<file path="config.mk">
export PLATFORM = sky130hd
export DESIGN_NAME = parity_frame_ctrl
export DESIGN_NICKNAME = d
export VERILOG_FILES = /design/src/rtl/parity_pkg.sv /design/src/rtl/parity_acc.sv /design/src/rtl/parity_frame_ctrl.sv
export SDC_FILE = /design/constraint.sdc
export NUM_CORES = 1
export LEC_CHECK = 0
export CORE_MARGIN = 4
export CORE_UTILIZATION = 30
export DETAILED_ROUTE_END_ITERATION = 16
export GPL_TIMING_DRIVEN = 0
export PLACE_DENSITY = 0.57
export SKIP_LAST_GASP = 1
export SLEW_MARGIN = 20
export SYNTH_ARGS = -nofsm -noshare
export SYNTH_HDL_FRONTEND = slang
export SYNTH_HIERARCHICAL = 1
export SYNTH_SLANG_ARGS = --single-unit
</file>
<file path="constraint.sdc">
create_clock -name clk -period 2.8 [get_ports clk]
set_clock_uncertainty 0.15 [all_clocks]
set_input_delay 0.84 -clock clk [delete_from_list [all_inputs] [get_ports clk]]
set_output_delay 0.84 -clock clk [all_outputs]
set_load 0.1 [all_outputs]
</file>
<file path="src/rtl/parity_pkg.sv">
// Shared definitions for the parity frame serializer: FSM state type,
// parity-mode constants and the default data width.
package parity_pkg;

  typedef enum logic [1:0] {
    IDLE   = 2'd0,
    SHIFT  = 2'd1,
    PARITY = 2'd2,
    DONE   = 2'd3
  } state_t;

  localparam logic EVEN = 1'b0;
  localparam logic ODD  = 1'b1;

  localparam int DEFAULT_DATA_W = 8;

endpackage

</file>
<file path="src/rtl/parity_acc.sv">
// One-bit parity accumulator: synchronous load, XOR-toggle when enabled,
// asynchronous active-low reset to EVEN.
module parity_acc
  import parity_pkg::*;
(
  input  logic clk,
  input  logic rst_n,
  input  logic load,
  input  logic load_val,
  input  logic xor_en,
  input  logic xor_bit,
  output logic acc
);

  logic acc_d;
  logic acc_q;

  // Load wins over accumulate so a new frame always starts from its mode bit.
  always_comb begin
    acc_d = acc_q;
    if (load) begin
      acc_d = load_val;
    end else if (xor_en) begin
      acc_d = acc_q ^ xor_bit;
    end
  end

  always_ff @(posedge clk or negedge rst_n) begin
    if (!rst_n) begin
      acc_q <= EVEN;
    end else begin
      acc_q <= acc_d;
    end
  end

  assign acc = acc_q;

endmodule

</file>
<file path="src/rtl/parity_frame_ctrl.sv">
// Serializes DATA_W-bit words LSB first followed by an EVEN/ODD parity bit.
// Optional 8-bit completed-frame counter enabled by PARITY_FRAME_CNT_EN.
module parity_frame_ctrl
  import parity_pkg::*;
#(
  parameter int DATA_W = DEFAULT_DATA_W
)
(
  input  logic              clk,
  input  logic              rst_n,
  input  logic              in_valid,
  output logic              in_ready,
  input  logic [DATA_W-1:0] in_data,
  input  logic              odd_mode,
  output logic              ser_out,
  output logic              ser_valid,
  output logic              frame_done,
  output logic              busy
`ifdef PARITY_FRAME_CNT_EN
  ,
  output logic [7:0]        frame_cnt
`endif
);

  localparam int IDX_W = (DATA_W > 1) ? $clog2(DATA_W) : 1;
  localparam logic [IDX_W-1:0] LAST_IDX = IDX_W'(DATA_W - 1);

  state_t            state_d, state_q;
  logic [DATA_W-1:0] shift_d, shift_q;
  logic [IDX_W-1:0]  idx_d, idx_q;
  logic              acc;
  logic              accept;

  assign accept = in_valid && in_ready;

  always_comb begin
    state_d = state_q;
    shift_d = shift_q;
    idx_d   = idx_q;
    unique case (state_q)
      IDLE: begin
        if (accept) begin
          shift_d = in_data;
          idx_d   = '0;
          state_d = SHIFT;
        end
      end
      SHIFT: begin
        shift_d = shift_q >> 1;
        if (idx_q == LAST_IDX) begin
          idx_d   = '0;
          state_d = PARITY;
        end else begin
          idx_d = idx_q + IDX_W'(1);
        end
      end
      PARITY:  state_d = DONE;
      DONE:    state_d = IDLE;
      default: state_d = IDLE;
    endcase
  end

  always_ff @(posedge clk or negedge rst_n) begin
    if (!rst_n) begin
      state_q <= IDLE;
      shift_q <= '0;
      idx_q   <= '0;
    end else begin
      state_q <= state_d;
      shift_q <= shift_d;
      idx_q   <= idx_d;
    end
  end

  // Accumulator starts at the mode bit, so after all data bits it already holds the parity.
  parity_acc u_parity_acc (
    .clk      (clk),
    .rst_n    (rst_n),
    .load     (accept),
    .load_val (odd_mode),
    .xor_en   (state_q == SHIFT),
    .xor_bit  (shift_q[0]),
    .acc      (acc)
  );

  // Outputs decode directly from state so reset clears them without waiting for a clock.
  always_comb begin
    ser_out = 1'b0;
    if (state_q == SHIFT) begin
      ser_out = shift_q[0];
    end else if (state_q == PARITY) begin
      ser_out = acc;
    end
  end

  assign ser_valid  = (state_q == SHIFT) || (state_q == PARITY);
  assign frame_done = (state_q == DONE);
  assign in_ready   = (state_q == IDLE);
  assign busy       = (state_q != IDLE);

`ifdef PARITY_FRAME_CNT_EN
  logic [7:0] frame_cnt_d, frame_cnt_q;

  always_comb begin
    frame_cnt_d = frame_cnt_q;
    if (state_q == DONE) begin
      frame_cnt_d = frame_cnt_q + 8'd1;
    end
  end

  always_ff @(posedge clk or negedge rst_n) begin
    if (!rst_n) begin
      frame_cnt_q <= 8'd0;
    end else begin
      frame_cnt_q <= frame_cnt_d;
    end
  end

  assign frame_cnt = frame_cnt_q;
`endif

endmodule

</file>
# Word-level counts from Yosys, hierarchy flattened
# Cells that the tools add are included.
# word_totals
regBits	14
input_bits	12
out_inout_bits	5
wordCells	32
# op_classes
n_addsub	1
eq_ne	6
n_mux	12
bitwise	1
n_reduce_logical	8
# ops
cell	n
8-bit case mux with 2 select lines	1
8-bit 2-to-1 mux	1
2-bit case mux with 4 select lines	1
3-bit 2-to-1 mux	2
3-bit case mux with 2 select lines	1
2-bit nonzero test	3
2-bit == test (second input constant)	2
1-bit 2-to-1 mux	4
2-bit 2-to-1 mux	2
2-bit AND reduction	2
3-bit by 1-bit adder with 3-bit output (second input constant)	1
3-bit == test (second input constant)	1
2-bit by 1-bit == test with 1-bit output (second input constant)	1
2-bit logical NOT	1
2-bit by 1-bit != test with 1-bit output (second input constant)	1
2-bit != test (second input constant)	1
1-bit logical AND	1
1-bit logical OR	1
1-bit bitwise XOR	1

# Depth between registers and ports, before layout
# Gate-level depths: netlist of the first run.
# depth
ltp_word	4
depth_mapped	6
ltp_nobuf	6

# Modules after synthesis
# Netlist of the first run, hierarchy kept.
# modules_own_cells
module	n_inst	cells_per_inst	area_per_inst_um2	seq_area_each_um2
parity_frame_ctrl	1	71	742.0	325.3
parity_acc	1	5	57.6	25.0

# Worst setup path before layout of the first run
# No wires, ideal clock.
# synth_timing
kind	register -> output
startpoint	register state_q[1]
endpoint	output port ser_out
arrival_time_ns	2.883
required_time_ns	1.810
slack_ns	-1.073
path_stages_with_launch	5
path_buffers	1
cell_sequence	dfrtp_1 inv_1 ha_1 buf_6 o21ai_0
# synth_between
elab_chain_len	3
word_cells_on_any_way	4
cone_classes	eq/ne (2); mux (2)
# synth_rtl
item	line	text
start, declared	parity_frame_ctrl.sv:28	state_t state_d, state_q;
start signal, assigned	parity_frame_ctrl.sv:69	state_q <= state_d;
2-bit == test	parity_frame_ctrl.sv:91	end else if (state_q == PARITY) begin
1-bit 2-to-1 mux	parity_frame_ctrl.sv:91	
1-bit 2-to-1 mux *	parity_frame_ctrl.sv:89	if (state_q == SHIFT) begin
end, declared	parity_frame_ctrl.sv:15	output logic ser_out,
# Mark *: on every way between the ends. The rest lies on a longest branch, timed or not.

# Worst setup path after layout of the first run
# Ends and elaborated chain as after synthesis.

==> summary.md, run 1 <==
| Metric | Value |
|---|---|
| Overall Global Routing Usage | `11.27%` |
| Diode count | `0` |
| Placed cells | `122` |
| Syn Nets | `94` |
| Crit-path slowest cell | `buf_2` |
| Top-count cell post-synth | `dfrtp_1` |
| Clk buf depth | `2` |
| Detail Route Antenna Nets | `0` |
| Status | `completed` |
| Drt drc | `0` |
| Leading area contributor after synthesis | `dfrtp_1` |
| Critical path startpoint category | `flop` |
| Synth unique cells | `32` |
| Post-synthesis sequential area ratio | `between 40% and 50%` |
| Clock sinks | `14` |
| Max_cap viols | `0` |
| Synth area leaders | `dfrtp_1 (44%), ha_1 (9.4%), o22ai_1 (3.9%), inv_1 (3.3%), a22o_1 (3.3%)` |
| Setup TNS | `0 ns` |
| Largest net degree at the start of global routing | `15` |
| CP Cell Sequence | `inv_1 > ha_1 > buf_6 > nand2_1 > o21ai_2 > buf_2` |
| Die Wd | `just under 60 microns` |
| Postcts setup bufs | `0` |
| GPL Wtd Cong | `~0.73` |
| Final Cycle Share | `a little over nine tenths` |
| Worst skew pair latency | `0.28 ns` |
| CTS tree | `done` |
| Number of global-route vias before repair | `slightly below 700` |
| Slew Viols, Final | `0` |
| DP HPWL | `between 1000 and 1500 microns` |
| Vert. Die Dim | `around 60 microns` |
| Total gr overflow | `0` |
| Layout cell share with drive strength beyond 1 | `19.79%` |
| Core area | `2500 sq um` |
| Nets | `about 120` |
| H-tree Lvls | `1` |
| Clk pin slew, worst setup/hold paths | `0.09 ns` |
| Final Hold Fails | `0` |
| Clock Root Buffer | `clkbuf_4` |
| DR vias | `660` |
| RSZ-0062 raised after global routing | `true` |
| Cells after Synth | `76` |
| Worst setup EP type | `primary output` |
| Post-Layout Cell Count | `roughly 130` |
| FF+latch count, synth | `14` |
| Post-synth top cells | `dfrtp_1 (14), inv_1 (7), ha_1 (6)` |
| DR iter-0 viols | `12` |
| Peak fanout along the critical path | `10` |
| Yosys top cell area share | `between 40 and 50%` |
| Min cycle time layout | `2.691 ns` |
| Crit path required time | `between 1.5 and 2 ns` |
| DR WL/cell | `13.44 microns` |
| Row count | `18` |
| Final wirelength | `1694 microns` |
| HP Class | `flop to flop` |
| Crit path arrival time | `1.70 ns` |
| Cell Area, Synth | `799.5 sq um` |
| Initial core utilization | `between 30% and 40%` |
| Yosys warns | `6` |
| Predominant post-synthesis flop cell | `dfrtp_1` |
| # fillers | `between 200 and 250` |
| Initial antenna violation count | `0` |
| Final Setup Violations | `0` |
| Vias per cell | `around 5.2` |
| Die area | `3555 sq um` |
| Pre-Repair DR Iteration Count | `4` |
| TritonCTS buffer count | `3` |
| Max_slew headroom | `between 30% and 40%` |
| Post-synth EDFFs | `0` |
| # IOs | `17` |
| Area Growth Syn to Fin | `28.95%` |
| CP Class | `flop to primary output` |
| Ys async rst share | `100.0%` |
| Synth Area per Inst | `10.52 sq um` |
| First-pass GRT wire length | `3001 microns` |
| Crit-path max cell delay | `0.43 ns` |
| FMAX | `approximately 370 MHz` |
| Port Buf Inserts | `16` |
| Hold Slack | `0.3737 ns` |
| Worst-Margin Slew | `0.9560 ns` |
-- cell type report --
class | count | area, sq um | area share (%)
Clock buffer | 4 | 36.28 | 3.519
Sequential cell | 14 | 350.3 | 33.98
Buffer | 3 | 26.28 | 2.549
Multi-Input combinational cell | 51 | 396.6 | 38.47
Timing Repair Buffer | 16 | 151.4 | 14.68
Tap cell | 30 | 37.54 | 3.641
Inverter | 8 | 32.53 | 3.155
-- repair_timing --
item | in CTS | in global routing
gates resized for setup | 14 | 3
hold buffers | 0 | 0
endpoints found under the setup margin | 5 | 2
-- flip-flops by register name (all words and copies together), names as in the netlist --
signal and flops:
idx_q 3, shift_q 8, state_q 2, u_parity_acc/acc 1
-- cells in the final DEF (no fill, tap or decap), drive strengths merged, types with 2 or more instances in the layout --
master / synthesis / final
clkbuf: 0 / 4
o22ai: 5 / 5
o221a: 2 / 2
nand2: 4 / 4
clkdlybuf4s50: 0 / 11
o21ai: 2 / 2
and2b: 2 / 2
a22o: 3 / 3
a221oi: 3 / 3
o22a: 2 / 2
clkdlybuf4s15: 0 / 2
buf: 3 / 5
nor2: 6 / 6
ha: 6 / 6
nor3: 4 / 4
inv: 8 / 8
dfrtp: 14 / 14
a211oi: 2 / 2
-- stage by stage --
step / area (sq um) / utilization [%] / setup slack, ns
finish: 1031 / 41.24 / 0.1091
floorplan: 805.8 / - / 0.1414
global route: 1031 / 41.24 / -0.03879
global placement: 1003 / 40.14 / -0.2779
detailed placement: 1003 / 40.14 / -0.2929
CTS: 1042 / 41.69 / -0.05436
-- kinds of logic after synthesis --
| logic type | share of synthesized area, % |
|---|---|
| muxes | 1.408 |
| DFF | 43.82 |
| buffers and inverters | 7.356 |
| AOI/OAI and AO/OA | 23.00 |
| adders and majority gates | 9.389 |
| and+or+nand+nor | 15.03 |
-- routing by layer --
layer	track usage (%)	up-vias	part of all wire, %
met5	0	-	0
met2	18.41	16	48
met3	4.793	0	6.8
met1	14.02	324	45
li1	-	320	-
met4	1.899	0	0
-- path summary, 6_finish.rpt --
check / startpoint / endpoint / slack (ns) / depth (start not counted)
worst max-delay path: state_q[1]$_DFFE_PN0P_ / ser_out / 0.11 / 6
worst min-delay path: idx_q[1]$_DFFE_PN0P_ / idx_q[1]$_DFFE_PN0P_ / 0.37 / 1
worst max register to register: state_q[0]$_DFFE_PN0P_ / u_parity_acc/acc$_DFFE_PN0P_ / 0.99 / 6
worst min register to register: idx_q[1]$_DFFE_PN0P_ / idx_q[1]$_DFFE_PN0P_ / 0.37 / 1
max in group asynchronous: rst_n / shift_q[3]$_DFFE_PN0P_ / 1.30 / 1
min in group asynchronous: rst_n / u_parity_acc/acc$_DFFE_PN0P_ / 0.79 / 1
-- critical path, delay by kind of cell, from the launching register on --
family	cells	cell delay (ns)
compound gates	1	0.05
buf+inv	3	0.68
flops	1	0.41
simple gates	1	0.07
fa+ha+maj	1	0.20
Power of run 1 is left out: the tool's default activity adds up to more than one toggle a clock period on the data nets, which glitch-free logic cannot reach.
==> inputs of run 2 (changes only) <==
--- a/config.mk
+++ b/config.mk
@@ -7,6 +7,7 @@
 export LEC_CHECK = 0
 export CORE_MARGIN = 4
 export CORE_UTILIZATION = 30
+export CTS_CLUSTER_SIZE = 40
 export DETAILED_ROUTE_END_ITERATION = 16
 export GPL_TIMING_DRIVEN = 0
 export PLACE_DENSITY = 0.57
==> results of run 2 <==
The final DEF is identical to that of run 1; final timing and power are the same.
Power of run 2 is left out for the same reason.
